**src/rtl/cmp_pkg.sv**
```systemverilog
// Shared definitions for the cmp_pipe comparator: operand mode encoding and
// the magnitude helper used by the display outputs.
package cmp_pkg;

  typedef enum logic {
    MODE_UNSIGNED = 1'b0,
    MODE_SIGNED   = 1'b1
  } mode_e;

  // Widest operand abs_mag can handle; callers extend into this and truncate back.
  localparam int unsigned MAG_MAX_W = 64;

  // Caller passes the operand already sign-/zero-extended to MAG_MAX_W and keeps
  // the low WIDTH bits of the result; for the most-negative value this yields
  // 2^(WIDTH-1), read as unsigned.
  function automatic logic [MAG_MAX_W-1:0] abs_mag(
    input logic [MAG_MAX_W-1:0] value,
    input mode_e                signed_mode
  );
    logic [MAG_MAX_W-1:0] w_res;
    w_res = value;
    if ((signed_mode == MODE_SIGNED) && value[MAG_MAX_W-1]) begin
      w_res = ~value + MAG_MAX_W'(1);
    end
    return w_res;
  endfunction

endpackage

```
**src/rtl/sat_counter.sv**
```systemverilog
// Saturating up-counter with synchronous clear; clear beats increment.
module sat_counter
  import cmp_pkg::*;
#(
  parameter int CNT_W = 8
) (
  input  logic             clk,
  input  logic             rst,
  input  logic             clr,
  input  logic             inc,
  output logic [CNT_W-1:0] count
);

  logic [CNT_W-1:0] r_count;

  // Count up on inc, stick at all-ones, zero on reset or clear.
  always_ff @(posedge clk) begin
    if (rst || clr) begin
      r_count <= '0;
    end else if (inc && (r_count != '1)) begin
      r_count <= r_count + CNT_W'(1);
    end
  end

  assign count = r_count;

endmodule

```
**src/rtl/cmp_pipe.sv**
```systemverilog
// Two-stage pipelined signed/unsigned magnitude comparator with valid/ready
// handshake and saturating outcome counters.
module cmp_pipe
  import cmp_pkg::*;
#(
  parameter int WIDTH = 4,
  parameter int CNT_W = 8
) (
  input  logic             clk,
  input  logic             rst,
  input  logic             in_valid,
  output logic             in_ready,
  input  logic [WIDTH-1:0] in_x,
  input  logic [WIDTH-1:0] in_y,
  input  logic             in_signed,
  output logic             out_valid,
  input  logic             out_ready,
  output logic             eq,
  output logic             gt,
  output logic             lt,
  output logic             x_neg,
  output logic             y_neg,
  output logic [WIDTH-1:0] x_mag,
  output logic [WIDTH-1:0] y_mag,
  input  logic             stat_clr,
  output logic [CNT_W-1:0] cnt_eq,
  output logic [CNT_W-1:0] cnt_gt,
  output logic [CNT_W-1:0] cnt_lt
);

  // S1: raw operands
  logic             r_s1_valid;
  logic [WIDTH-1:0] r_s1_x;
  logic [WIDTH-1:0] r_s1_y;
  mode_e            r_s1_mode;

  // S2: registered result
  logic             r_s2_valid;
  logic             r_s2_eq;
  logic             r_s2_gt;
  logic             r_s2_lt;
  logic             r_s2_x_neg;
  logic             r_s2_y_neg;
  logic [WIDTH-1:0] r_s2_x_mag;
  logic [WIDTH-1:0] r_s2_y_mag;

  logic w_s2_adv;
  logic w_s1_adv;
  logic w_s1_load;
  logic w_s2_load;
  logic w_out_hs;

  logic signed [WIDTH:0] w_x_ext;
  logic signed [WIDTH:0] w_y_ext;
  logic                  w_eq;
  logic                  w_gt;
  logic                  w_lt;
  logic                  w_x_neg;
  logic                  w_y_neg;
  logic [WIDTH-1:0]      w_x_mag;
  logic [WIDTH-1:0]      w_y_mag;

  // An empty stage always loads, so ready depends only on valids and out_ready.
  assign w_s2_adv  = !r_s2_valid || out_ready;
  assign w_s1_adv  = !r_s1_valid || w_s2_adv;
  assign in_ready  = w_s1_adv;
  assign w_s1_load = in_valid && w_s1_adv;
  assign w_s2_load = r_s1_valid && w_s2_adv;
  assign w_out_hs  = r_s2_valid && out_ready;

  // S1 register: capture operands and mode on input handshake.
  always_ff @(posedge clk) begin
    if (rst) begin
      r_s1_valid <= 1'b0;
      r_s1_x     <= '0;
      r_s1_y     <= '0;
      r_s1_mode  <= MODE_UNSIGNED;
    end else begin
      if (w_s1_adv) begin
        r_s1_valid <= in_valid;
      end
      if (w_s1_load) begin
        r_s1_x    <= in_x;
        r_s1_y    <= in_y;
        r_s1_mode <= mode_e'(in_signed);
      end
    end
  end

  // Compare and magnitude logic between S1 and S2 on one-bit-extended operands.
  always_comb begin
    w_x_ext = '0;
    w_y_ext = '0;
    if (r_s1_mode == MODE_SIGNED) begin
      w_x_ext = {r_s1_x[WIDTH-1], r_s1_x};
      w_y_ext = {r_s1_y[WIDTH-1], r_s1_y};
    end else begin
      w_x_ext = {1'b0, r_s1_x};
      w_y_ext = {1'b0, r_s1_y};
    end
    w_eq    = (w_x_ext == w_y_ext);
    w_gt    = (w_x_ext > w_y_ext);
    w_lt    = !w_eq && !w_gt;
    w_x_neg = (r_s1_mode == MODE_SIGNED) && r_s1_x[WIDTH-1];
    w_y_neg = (r_s1_mode == MODE_SIGNED) && r_s1_y[WIDTH-1];
    // Signed cast of the extended operand sign-extends into the helper width.
    w_x_mag = WIDTH'(abs_mag(MAG_MAX_W'(w_x_ext), r_s1_mode));
    w_y_mag = WIDTH'(abs_mag(MAG_MAX_W'(w_y_ext), r_s1_mode));
  end

  // S2 register: result only updates with real data, so flags hold across bubbles.
  always_ff @(posedge clk) begin
    if (rst) begin
      r_s2_valid <= 1'b0;
      r_s2_eq    <= 1'b0;
      r_s2_gt    <= 1'b0;
      r_s2_lt    <= 1'b0;
      r_s2_x_neg <= 1'b0;
      r_s2_y_neg <= 1'b0;
      r_s2_x_mag <= '0;
      r_s2_y_mag <= '0;
    end else begin
      if (w_s2_adv) begin
        r_s2_valid <= r_s1_valid;
      end
      if (w_s2_load) begin
        r_s2_eq    <= w_eq;
        r_s2_gt    <= w_gt;
        r_s2_lt    <= w_lt;
        r_s2_x_neg <= w_x_neg;
        r_s2_y_neg <= w_y_neg;
        r_s2_x_mag <= w_x_mag;
        r_s2_y_mag <= w_y_mag;
      end
    end
  end

  assign out_valid = r_s2_valid;
  assign eq        = r_s2_eq;
  assign gt        = r_s2_gt;
  assign lt        = r_s2_lt;
  assign x_neg     = r_s2_x_neg;
  assign y_neg     = r_s2_y_neg;
  assign x_mag     = r_s2_x_mag;
  assign y_mag     = r_s2_y_mag;

  sat_counter #(.CNT_W(CNT_W)) u_cnt_eq (
    .clk   (clk),
    .rst   (rst),
    .clr   (stat_clr),
    .inc   (w_out_hs && r_s2_eq),
    .count (cnt_eq)
  );

  sat_counter #(.CNT_W(CNT_W)) u_cnt_gt (
    .clk   (clk),
    .rst   (rst),
    .clr   (stat_clr),
    .inc   (w_out_hs && r_s2_gt),
    .count (cnt_gt)
  );

  sat_counter #(.CNT_W(CNT_W)) u_cnt_lt (
    .clk   (clk),
    .rst   (rst),
    .clr   (stat_clr),
    .inc   (w_out_hs && r_s2_lt),
    .count (cnt_lt)
  );

endmodule

```
**config.mk**
```make
export PLATFORM = sky130hd
export DESIGN_NAME = cmp_pipe
export DESIGN_NICKNAME = d
export VERILOG_FILES = /design/src/rtl/cmp_pkg.sv /design/src/rtl/sat_counter.sv /design/src/rtl/cmp_pipe.sv
export SDC_FILE = /design/constraint.sdc
export NUM_CORES = 1
export LEC_CHECK = 0
export ABC_AREA = 1
export BUFFER_PORTS_ARGS = -buffer_cell sky130_fd_sc_hd__buf_2
export CELL_PAD_IN_SITES_DETAIL_PLACEMENT = 0
export CELL_PAD_IN_SITES_GLOBAL_PLACEMENT = 2
export CORE_AREA = 8 8 95 97
export CTS_CLUSTER_SIZE = 40
export DETAILED_ROUTE_END_ITERATION = 16
export DIE_AREA = 0 0 103 105
export PLACE_DENSITY_LB_ADDON = 0.08
export SLEW_MARGIN = 20
export SYNTH_ARGS = -nofsm -noshare
export SYNTH_HDL_FRONTEND = slang
export SYNTH_SLANG_ARGS = --single-unit
export TNS_END_PERCENT = 10
```
**constraint.sdc**
```tcl
create_clock -name clk -period 3.7 [get_ports clk]
set_input_delay 0.74 -clock clk [delete_from_list [all_inputs] [get_ports clk]]
set_output_delay 0.74 -clock clk [all_outputs]
set_load 0.02 [all_outputs]
```
After elaboration in Yosys (flattened, before gate mapping):

Index checks and enable logic that the tools add are counted.

* register bits after elaboration: 48
* input bits: 14
* output and inout bits: 39
* word-level logic and storage cells: 52

* $add $sub $neg: 5
* magnitude comparators: 1
* equal/unequal tests: 4
* mux-type cells: 4
* bitwise logic cells: 2
* reductions and logical operators: 21

Operator list (number)
* $add A8 B1 Y8 const B: 3
* $ne A8 B8 Y1 const B: 3
* $logic_and A1 B1 Y1: 14
* $mux W5: 2
* $add A4 B1 Y4 const B: 2
* $mux W4: 2
* $not A4 Y4: 2
* $eq A5 B5 Y1: 1
* $gt A5 B5 Y1: 1
* $logic_not A1 Y1: 4
* $logic_or A1 B1 Y1: 3

Logic depth before layout (Yosys ltp):

Gate-level depths: netlist (run 1).

* depth after elaboration: 4
* depth in mapped cells: 10
* mapped depth without buffers: 10

Cells and area by module:

From an unflattened synthesis (run 1), not the netlist that was laid out.

* cells, all modules: 337
* area, all modules: 2437.3 um^2

By module, submodules not included
* sat_counter: instances 3, cells each 67, area an instance 447.9 um^2, seq. area each 160.2 um^2
* cmp_pipe: instances 1, cells each 136, area an instance 1093.5 um^2, seq. area each 480.5 um^2

Worst setup path after synthesis (run 1):

OpenSTA, ideal clock, no wires.

* path type: input port to output port
* start: input out_ready
* end: output in_ready
* arrival: 1.023 ns
* required time: 2.960 ns
* setup slack: 1.937 ns
* stages on the path: 2
* path buffers: 0
* path through: inv_1 nand3_1

* longest elaborated chain between the ends: 2

RTL lines
* from (decl): RTL line cmp_pipe.sv:17 `input logic out_ready,`
* $logic_or A1 B1 Y1: RTL line cmp_pipe.sv:64 `assign w_s2_adv = !r_s2_valid || out_ready;`
* $logic_or A1 B1 Y1: RTL line cmp_pipe.sv:65 `assign w_s1_adv = !r_s1_valid || w_s2_adv;`
* to (decl): RTL line cmp_pipe.sv:12 `output logic in_ready,`

Every way passes these cells.

Final worst setup path (run 1):

Same ends and word-level chain as after synthesis.

==> results of run 1 <==
[flip-flops by register name (all words and copies together), names as in the netlist]
register	count
eq	1
gt	1
lt	1
out_valid	1
r_s1_mode	1
r_s1_valid	1
r_s1_x	4
r_s1_y	4
u_cnt_eq.count	8
u_cnt_gt.count	8
u_cnt_lt.count	8
x_mag	4
x_neg	1
y_mag	4
y_neg	1
[layer usage]
| layer | vias up | GRT usage (%) |
|---|---|---|
| met1 | 908 | 14.1 |
| li1 | 1128 | - |
| met2 | 32 | 17.7 |
| met3 | 5 | 3.32 |
| met5 | - | 0 |
| met4 | 0 | 3.10 |
[area by class of cell]
type / count / area share, %
timing repair buffer: 52 / 9.39
clock buffer: 8 / 3.25
tap: 102 / 4.61
multi-input combinational: 226 / 43.2
sequential: 48 / 34.7
inverter: 36 / 4.88
[per-stage QoR]
step	total power, mW	hold WS (ns)
2_1_floorplan	0.634	0.463
4_1_cts	1.01	0.485
5_1_grt	1.05	0.505
6_report	0.984	0.476
3_5_place_dp	0.669	0.470
3_3_place_gp	0.670	0.465
[worst paths after layout]
check | end | cells after the start
setup / recovery | in_ready | 4
setup reg to reg | u_cnt_eq.count[6] | 8
hold / removal | x_mag[1] | 2
hold reg to reg | x_mag[1] | 2
[critical path, stage by stage]
cell	delay, ns
buf_2	0.10
inv_1	0.06
nand3_1	0.14
buf_2	0.20
[power groups by stage]
| stage | logic (mW) | clock network, mW | registers (mW) |
|---|---|---|---|
| 6_report | 0.107 | 0.329 | 0.548 |
| 5_1_grt | 0.125 | 0.372 | 0.552 |
| 4_1_cts | 0.109 | 0.349 | 0.549 |
| 3_5_place_dp | 0.109 | 0 | 0.560 |
| 3_3_place_gp | 0.109 | 0 | 0.561 |
| 2_1_floorplan | 0.0645 | 0 | 0.570 |
[placed cells by master (no fill, tap or decap)]
| cell type | synthesis | final |
|---|---|---|
| dfxtp_1 | 48 | 48 |
| nor2_8 | 1 | 1 |
| nand3_1 | 15 | 15 |
| inv_2 | 4 | 4 |
| nand2_4 | 3 | 3 |
| ha_1 | 9 | 9 |
| nor2_1 | 18 | 18 |
| nand2_2 | 3 | 3 |
| nor2_2 | 5 | 5 |
| inv_1 | 31 | 31 |
| buf_2 | 2 | 52 |
| o21ai_1 | 1 | 1 |
| clkbuf_1 | 0 | 2 |
| nand2_1 | 78 | 78 |
| a21oi_1 | 45 | 45 |
| clkbuf_8 | 0 | 6 |
| o21ai_0 | 24 | 24 |
| xnor2_1 | 5 | 5 |
| o31ai_1 | 2 | 2 |
| a211oi_1 | 2 | 2 |
| nand4_1 | 3 | 3 |
| xor2_1 | 11 | 11 |
| clkinv_1 | 1 | 1 |
| nor3_1 | 1 | 1 |
[cells by family after synthesis]
| group | Yosys count |
|---|---|
| simple gates | 127 |
| compound gates | 74 |
| flops | 48 |
| buf+inv | 41 |
| xor+xnor | 16 |
| fa+ha+maj | 9 |
==> metrics.txt, run 1 <==
PnR worst setup slack=1.72 ns; initial antenna violation count=0; Slew Limit Fails=0; Initial Utilization=31.0%; die area=10800 um2; top post-synthesis cells by count=nand2_1, dfxtp_1, a21oi_1; DRC errors left=0; M1 WL=2760 um; P&R area growth vs syn=18.8%; crit path DAT=1.24 ns; cell row count=32; synth unique cells=24; Crit. End Element=output pin; design area=2770 um2; worst reg2reg path startpoint=u_cnt_eq.count[0]; core area=7530 um2; R2R Setup Slk=2.27 ns; global-route wire length before repair=9900 um; mapped cell area=2330 um2; initial DRC count=86; CTS resizes=0; pre-CTS setup slack=1.71 ns; post-synth top area cell=dfxtp_1; placed inst area=2680 um2; simple-gate share of the synthesized area=24.1%; RSZ-0062 raised after global routing=false; Clk Latency, worst-skew pair=0.30 ns; Synth Area per Inst=7.40 um2; post-DP HPWL=4300 um; largest family of logic cells by synthesized area=simple AND/OR/NAND/NOR gates; sequential area share after synthesis=41.2%; Yosys reg bits=48; number of vias per cell=4.39; Critical Path RT=2.96 ns; post-layout min period=1.98 ns; TNS Setup=0 ns; top-count cell post-synth=nand2_1; Worst slew margin=62.9%; maxcap violations=0; Multi-input gate area=1200 um2; routability congestion estimate=0.708; Leakage=1.27 nW; Finished Layout Cells=472; final setup vio count=0; I/O pin count=53; CTS Buffer Depth=2; vias in the first global route=2044; met3 WL post-DR=300 um; total global-route track usage=11.1%; Antenna diodes=0; switching power=0.259 mW; EDFF count, synth=0; die extent in y=105 um; clock root cell=clkbuf_8; register area=961 um2; critical path class=input pin to output pin; VDD IR max=147 uV; Mapped Cells=315; switching share of power=26.4%; Seq pwr share=55.7%; clk slew on worst S/H paths=0.09 ns; Hold Vio Cnt, Final=0; filler instances=857; Worst Setup SP=out_ready; CTS Sinks=48; Clock Skew=0.00352 ns; # Post-CTS Setup Buffers=0; Pint=0.725 mW; CTS Hold Bufs=0; layout cells sized above 1=20.0%; fmax=0.505 GHz; outcome=finished, final reports clean; Via Count=2073; yosys warns=0; Clk pwr share=33.4%; met2 wire length=2650 um; combinational power share=10.9%; total wire length=5760 um; Final Core Density=36.8%; CP startpoint kind=input pin; grt ovf=0; DRT Pass-1 Iters=4; ys flop type=dfxtp_1; CTS tree=built; class of the worst hold path=register to register; cts bufs inserted=5; Port Buf Inserts=52; DRT antenna net count=0; H-tree depth=2; placed cells=464; Post-Syn Nets=338; Compound-Gate Fraction of Synth Area=16.3%; largest net degree at the start of global routing=19; CP max FO=4; Routed WL per cell=12.2 um; Yosys top cell area share=41.2%; Worst-Margin Slew=0.553 ns; die width=103 um; Async S/R FF share, synth=0%; power density cells=355 nW/um2; mux cell area share after synthesis=0%; largest cells by area after synthesis=dfxtp_1, nand2_1, a21oi_1; Hold Startpoint=x_mag[1]; Nets=392; fin crit share=53.5%; Post-Synth Adder-Cell Area=4.83%; Synth Area in XOR/XNOR=6.01%; top sig layer=met4
Note: power is estimated with default switching activity, not from simulation.
==> run 2: changes to the inputs <==
CORE_AREA = 8 8 102 104   (was 8 8 95 97)
DIE_AREA = 0 0 110 112   (was 0 0 103 105)
clock period = 1.6 ns   (was 3.7 ns; I/O delays follow)
==> run 2 against run 1 <==
  * First-iteration DRC count increased by 3.5%
  * Non-clock buffer count is 4 higher
  * Sequential share of layout area fell by 0.78 points
  * Sequential power up 130%
  * Clock power rose to 2.7 times the previous value
  * Sequential cell count unchanged
  * Wire length is 9.3% higher
  * Via count up 3.0%
  * Register-to-register slack lost 2.1 ns
  * Largest cell class unchanged
==> metrics.txt, run 2 (synthesis gave the netlist of run 1 again) <==
cells along the critical path=ha_2, nand3_1, nor2_2, nand2_1, nand2_4, inv_2, nor2_1, nor2_1; total wire length=6290 um; class of the worst hold path=input pin to register; register area=961 um2; PnR worst setup slack=0.182 ns; global-route wire length before repair=10700 um; maxcap violations=0; commonest non-fill, non-tap cell in the layout=nand2_1; Initial Utilization=26.2%; Clk pwr share=36.5%; CP delay by family, top=simple AND/OR/NAND/NOR gates; Port Buf Inserts=52; slowest stage cell, crit path=dfxtp_1; DRT antenna net count=0; DRC errors left=0; crit path DAT=1.62 ns; Worst slew margin=74.5%; total global-route track usage=10.8%; clock root cell=clkbuf_8; vias in the first global route=2128; crit-path max cell delay=0.39 ns; worst r2r path cells=8; Crit. End Element=register; die area=12300 um2; largest net degree at the start of global routing=19; Clock Skew=0.00735 ns; CTS Buffer Depth=2; Worst Hold Path Cells=3; Seq pwr share=52.7%; Hold Startpoint=in_signed; post-DP HPWL=4710 um; Slew Limit Fails=0; number of vias per cell=4.40; Antenna diodes=0; fmax=0.705 GHz; die extent in y=112 um; P&R area growth vs syn=21.5%; layout cells sized above 1=21.7%; cts bufs inserted=5; Worst Setup SP=u_cnt_lt.count[1]; clk slew on worst S/H paths=0.09 ns; Pint=1.79 mW; power density cells=848 nW/um2; CP Buf/Inv Count=1; Critical Path RT=1.80 ns; Worst path most repeated cell=nor2_1; switching power=0.614 mW; combinational power share=10.7%; initial DRC count=89; Hold Vio Cnt, Final=0; cell row count=35; Multi-input gate area=1200 um2; design area=2830 um2; outcome=finished, final reports clean; final setup vio count=0; I/O pin count=53; CTS resizes=0; CTS tree=built; top sig layer=met4; pre-CTS setup slack=0.157 ns; worst reg2reg path startpoint=u_cnt_lt.count[1]; Via Count=2136; switching share of power=25.5%; met2 wire length=2770 um; CTS Sinks=48; WHS=0.281 ns; placed inst area=2720 um2; VDD IR max=371 uV; H-tree depth=2; post-layout min period=1.42 ns; TNS Setup=0 ns; Nets=396; # Post-CTS Setup Buffers=0; initial antenna violation count=0; RSZ-0062 raised after global routing=false; Worst-Margin Slew=0.382 ns; critical path class=register to register; CTS Hold Bufs=0; Leakage=1.30 nW; filler instances=1000; Routed WL per cell=13.0 um; routability congestion estimate=0.717; die width=110 um; fin crit share=88.6%; Crit path depth=8; M1 WL=3050 um; CP max FO=10; commonest non-fill, non-tap cells in the layout=nand2_1, buf_2, dfxtp_1; CP startpoint kind=register; grt ovf=0; DRT Pass-1 Iters=4; core area=8890 um2; Clk Latency, worst-skew pair=0.30 ns; met3 WL post-DR=371 um
run 2: power by group through the flow:
stage	combinational, mW	clock [mW]	sequential, mW
after floorplan	0.149	0	1.32
after CTS	0.265	0.938	1.27
final	0.258	0.879	1.27
after global placement	0.265	0	1.30
after detailed placement	0.263	0	1.30
after global routing	0.299	0.975	1.28
run 2: worst paths after layout:
check                                         end  slack [ns]
worst max register to register  u_cnt_lt.count[1]        0.18
worst min register to register           x_mag[1]        0.47
worst max-delay path            u_cnt_lt.count[1]        0.18
worst min-delay path                    r_s1_mode        0.28
run 2: area by class of cell:
| type | instances | share of cell area [%] |
|---|---|---|
| sequential | 48 | 33.9 |
| timing repair buffer | 56 | 10.2 |
| inverter | 36 | 4.77 |
| tap | 111 | 4.90 |
| clock inverter | 2 | 1.24 |
| clock buffer | 6 | 2.56 |
| multi-input combinational | 226 | 42.4 |
run 2: per-layer routing:
layer / global-route usage, % / up-vias
li1: - / 1139
met1: 14.1 / 951
met2: 16.4 / 39
met3: 3.29 / 7
met4: 3.51 / 0
met5: 0 / -
run 2: per-stage QoR:
| stage | instances | util, % | total power, mW |
|---|---|---|---|
| 6_report | 485 | 31.9 | 2.40 |
| 5_1_grt | 485 | 31.9 | 2.55 |
| 4_1_cts | 485 | 31.8 | 2.47 |
| 2_1_floorplan | 315 | - | 1.47 |
| 3_5_place_dp | 477 | 30.6 | 1.56 |
| 3_3_place_gp | 477 | 30.6 | 1.56 |
run 2: worst min-delay path: stages:
cell	delay (ns)
buf_2	0.08
o21ai_1	0.07
nor2_1	0.08
==> run 3: changes to the inputs <==
--- a/config.mk
+++ b/config.mk
@@ -9,2 +9,3 @@
 export BUFFER_PORTS_ARGS = -buffer_cell sky130_fd_sc_hd__buf_2
+export CAP_MARGIN = 20
 export CELL_PAD_IN_SITES_DETAIL_PLACEMENT = 0
==> constraint.sdc (replaced) <==
create_clock -name clk -period 1.6 [get_ports clk]
set_input_delay 0.24 -clock clk [delete_from_list [all_inputs] [get_ports clk]]
set_output_delay 0.24 -clock clk [all_outputs]
set_load 0.02 [all_outputs]
==> run 3 against run 2 <==
  * Setup slack got worse by 0.047 ns
  * Die area unchanged
  * Cell count increased by 0.82%
  * First-iteration DRC count decreased by 40%
  * Cell area increased by 1.3%
  * Hold slack got worse by 0.099 ns
  * Count of clock-buffer cells in the layout decreased by 1
  * Wire length about the same
  * Largest cell class unchanged
  * Core utilization increased by 0.42 points
  * Non-clock buffer count increased by 4
==> metrics.txt, run 3 (synthesis gave the netlist of run 1 again) <==
Finished Layout Cells=489; DRC errors left=0; Hold Path Sink=r_s1_mode; Power Total=2.45 mW; die area=12300 um2; cell row count=35; Multi-input gate area=1200 um2; grt ovf=0; DRT Pass-1 Iters=4; Hold Vio Cnt, Final=0; critical path class=register to output pin; post-layout min period=1.47 ns; Routed WL per cell=12.9 um; Worst-Margin Slew=0.471 ns; total global-route track usage=10.6%; cells along the critical path=nand3_1, buf_4, buf_2; global-route wire length before repair=10400 um; fin crit share=91.6%; CTS Hold Bufs=0; Slew Limit Fails=0; # Post-CTS Setup Buffers=0; routability congestion estimate=0.689; VDD IR max=394 uV; cts bufs inserted=5; design area=2870 um2; DRT antenna net count=0; Via Count=2146; core area=8890 um2; WHS=0.181 ns; register area=961 um2; CTS Buffer Depth=2; Hold Startpoint=in_signed; Antenna diodes=0; end of the worst register-to-register path=u_cnt_gt.count[1]; commonest non-fill, non-tap cell in the layout=nand2_1; maxcap violations=0; commonest non-fill, non-tap cells in the layout=nand2_1, buf_2, dfxtp_1; slowest stage cell, crit path=dfxtp_1; total wire length=6290 um; power density cells=855 nW/um2; worst reg2reg path startpoint=u_cnt_gt.count[1]; TNS Setup=0 ns; P&R area growth vs syn=23.1%; CTS Sinks=48; worst r2r path cells=8; Clk Latency, worst-skew pair=0.31 ns; H-tree depth=2; Leakage=1.32 nW; RSZ-0062 raised after global routing=false; largest net degree at the start of global routing=19; PnR worst setup slack=0.135 ns; placed cells=481; placed inst area=2750 um2; Worst Hold Path Cells=3; final setup vio count=0; number of vias per cell=4.39; Final Core Density=32.3%; vias in the first global route=2128; Nets=400; die width=110 um; crit path DAT=1.23 ns; Critical Path RT=1.36 ns; class of the worst hold path=input pin to register; R2R Setup Slk=0.17 ns; post-DP HPWL=4750 um; outcome=finished, final reports clean; pre-CTS setup slack=0.136 ns; CP max FO=4; crit-path max cell delay=0.40 ns; CTS resizes=0; initial antenna violation count=0; CTS tree=built; die extent in y=112 um; initial DRC count=53; Initial Utilization=26.2%; Clock Skew=0.0106 ns; Port Buf Inserts=52; CP startpoint kind=register; Worst slew margin=68.6%; filler instances=980; fmax=0.683 GHz; layout cells sized above 1=22.8%; Crit. End Element=output pin; I/O pin count=53; clk slew on worst S/H paths=0.10 ns; clock root cell=clkbuf_8
## run 3: changes by cell type in the layout (fill, tap and decap cells not counted)
cell        before  now
buf_4            4    8
clkbuf_1         1    0
clkinv_2         1    0
clkinvlp_4       0    1
inv_6            0    1
## run 3: how the worst max path moves through the flow
stage / from / end
global route: u_cnt_gt.count[1] / u_cnt_gt.count[0]
CTS: out_valid / in_ready
detailed placement: u_cnt_eq.count[1] / u_cnt_eq.count[1]
floorplan: u_cnt_gt.count[1] / u_cnt_gt.count[1]
global placement: u_cnt_eq.count[1] / u_cnt_eq.count[1]
finish: out_valid / in_ready
## run 3: cell type report
type | instances | share of cell area [%]
inverter | 36 | 4.71
clock buffer | 5 | 2.40
multi-input combinational | 226 | 41.8
sequential | 48 | 33.5
timing repair buffer | 60 | 11.2
clock inverter | 3 | 1.61
tap | 111 | 4.84
## run 3: critical path: cells and delay by family (launching register included)
| family | cells | cell delay (ns) |
|---|---|---|
| simple gates | 1 | 0.17 |
| buf+inv | 2 | 0.36 |
| flops | 1 | 0.40 |
## run 3: per-layer routing
| layer | GRT usage, % | wire length, um | up-vias |
|---|---|---|---|
| met5 | 0 | 0 | - |
| met4 | 2.97 | 55 | 0 |
| met3 | 3.29 | 344 | 5 |
| met2 | 17.1 | 2860 | 35 |
| met1 | 13.1 | 3030 | 960 |
| li1 | - | - | 1146 |
## run 3: power breakdown
group | internal, mW | leakage (nW) | switching (mW)
Clock | 0.472 | 0.0548 | 0.457
Combinational | 0.0914 | 0.870 | 0.167
Sequential | 1.24 | 0.391 | 0.0302
Total | 1.80 | 1.32 | 0.655
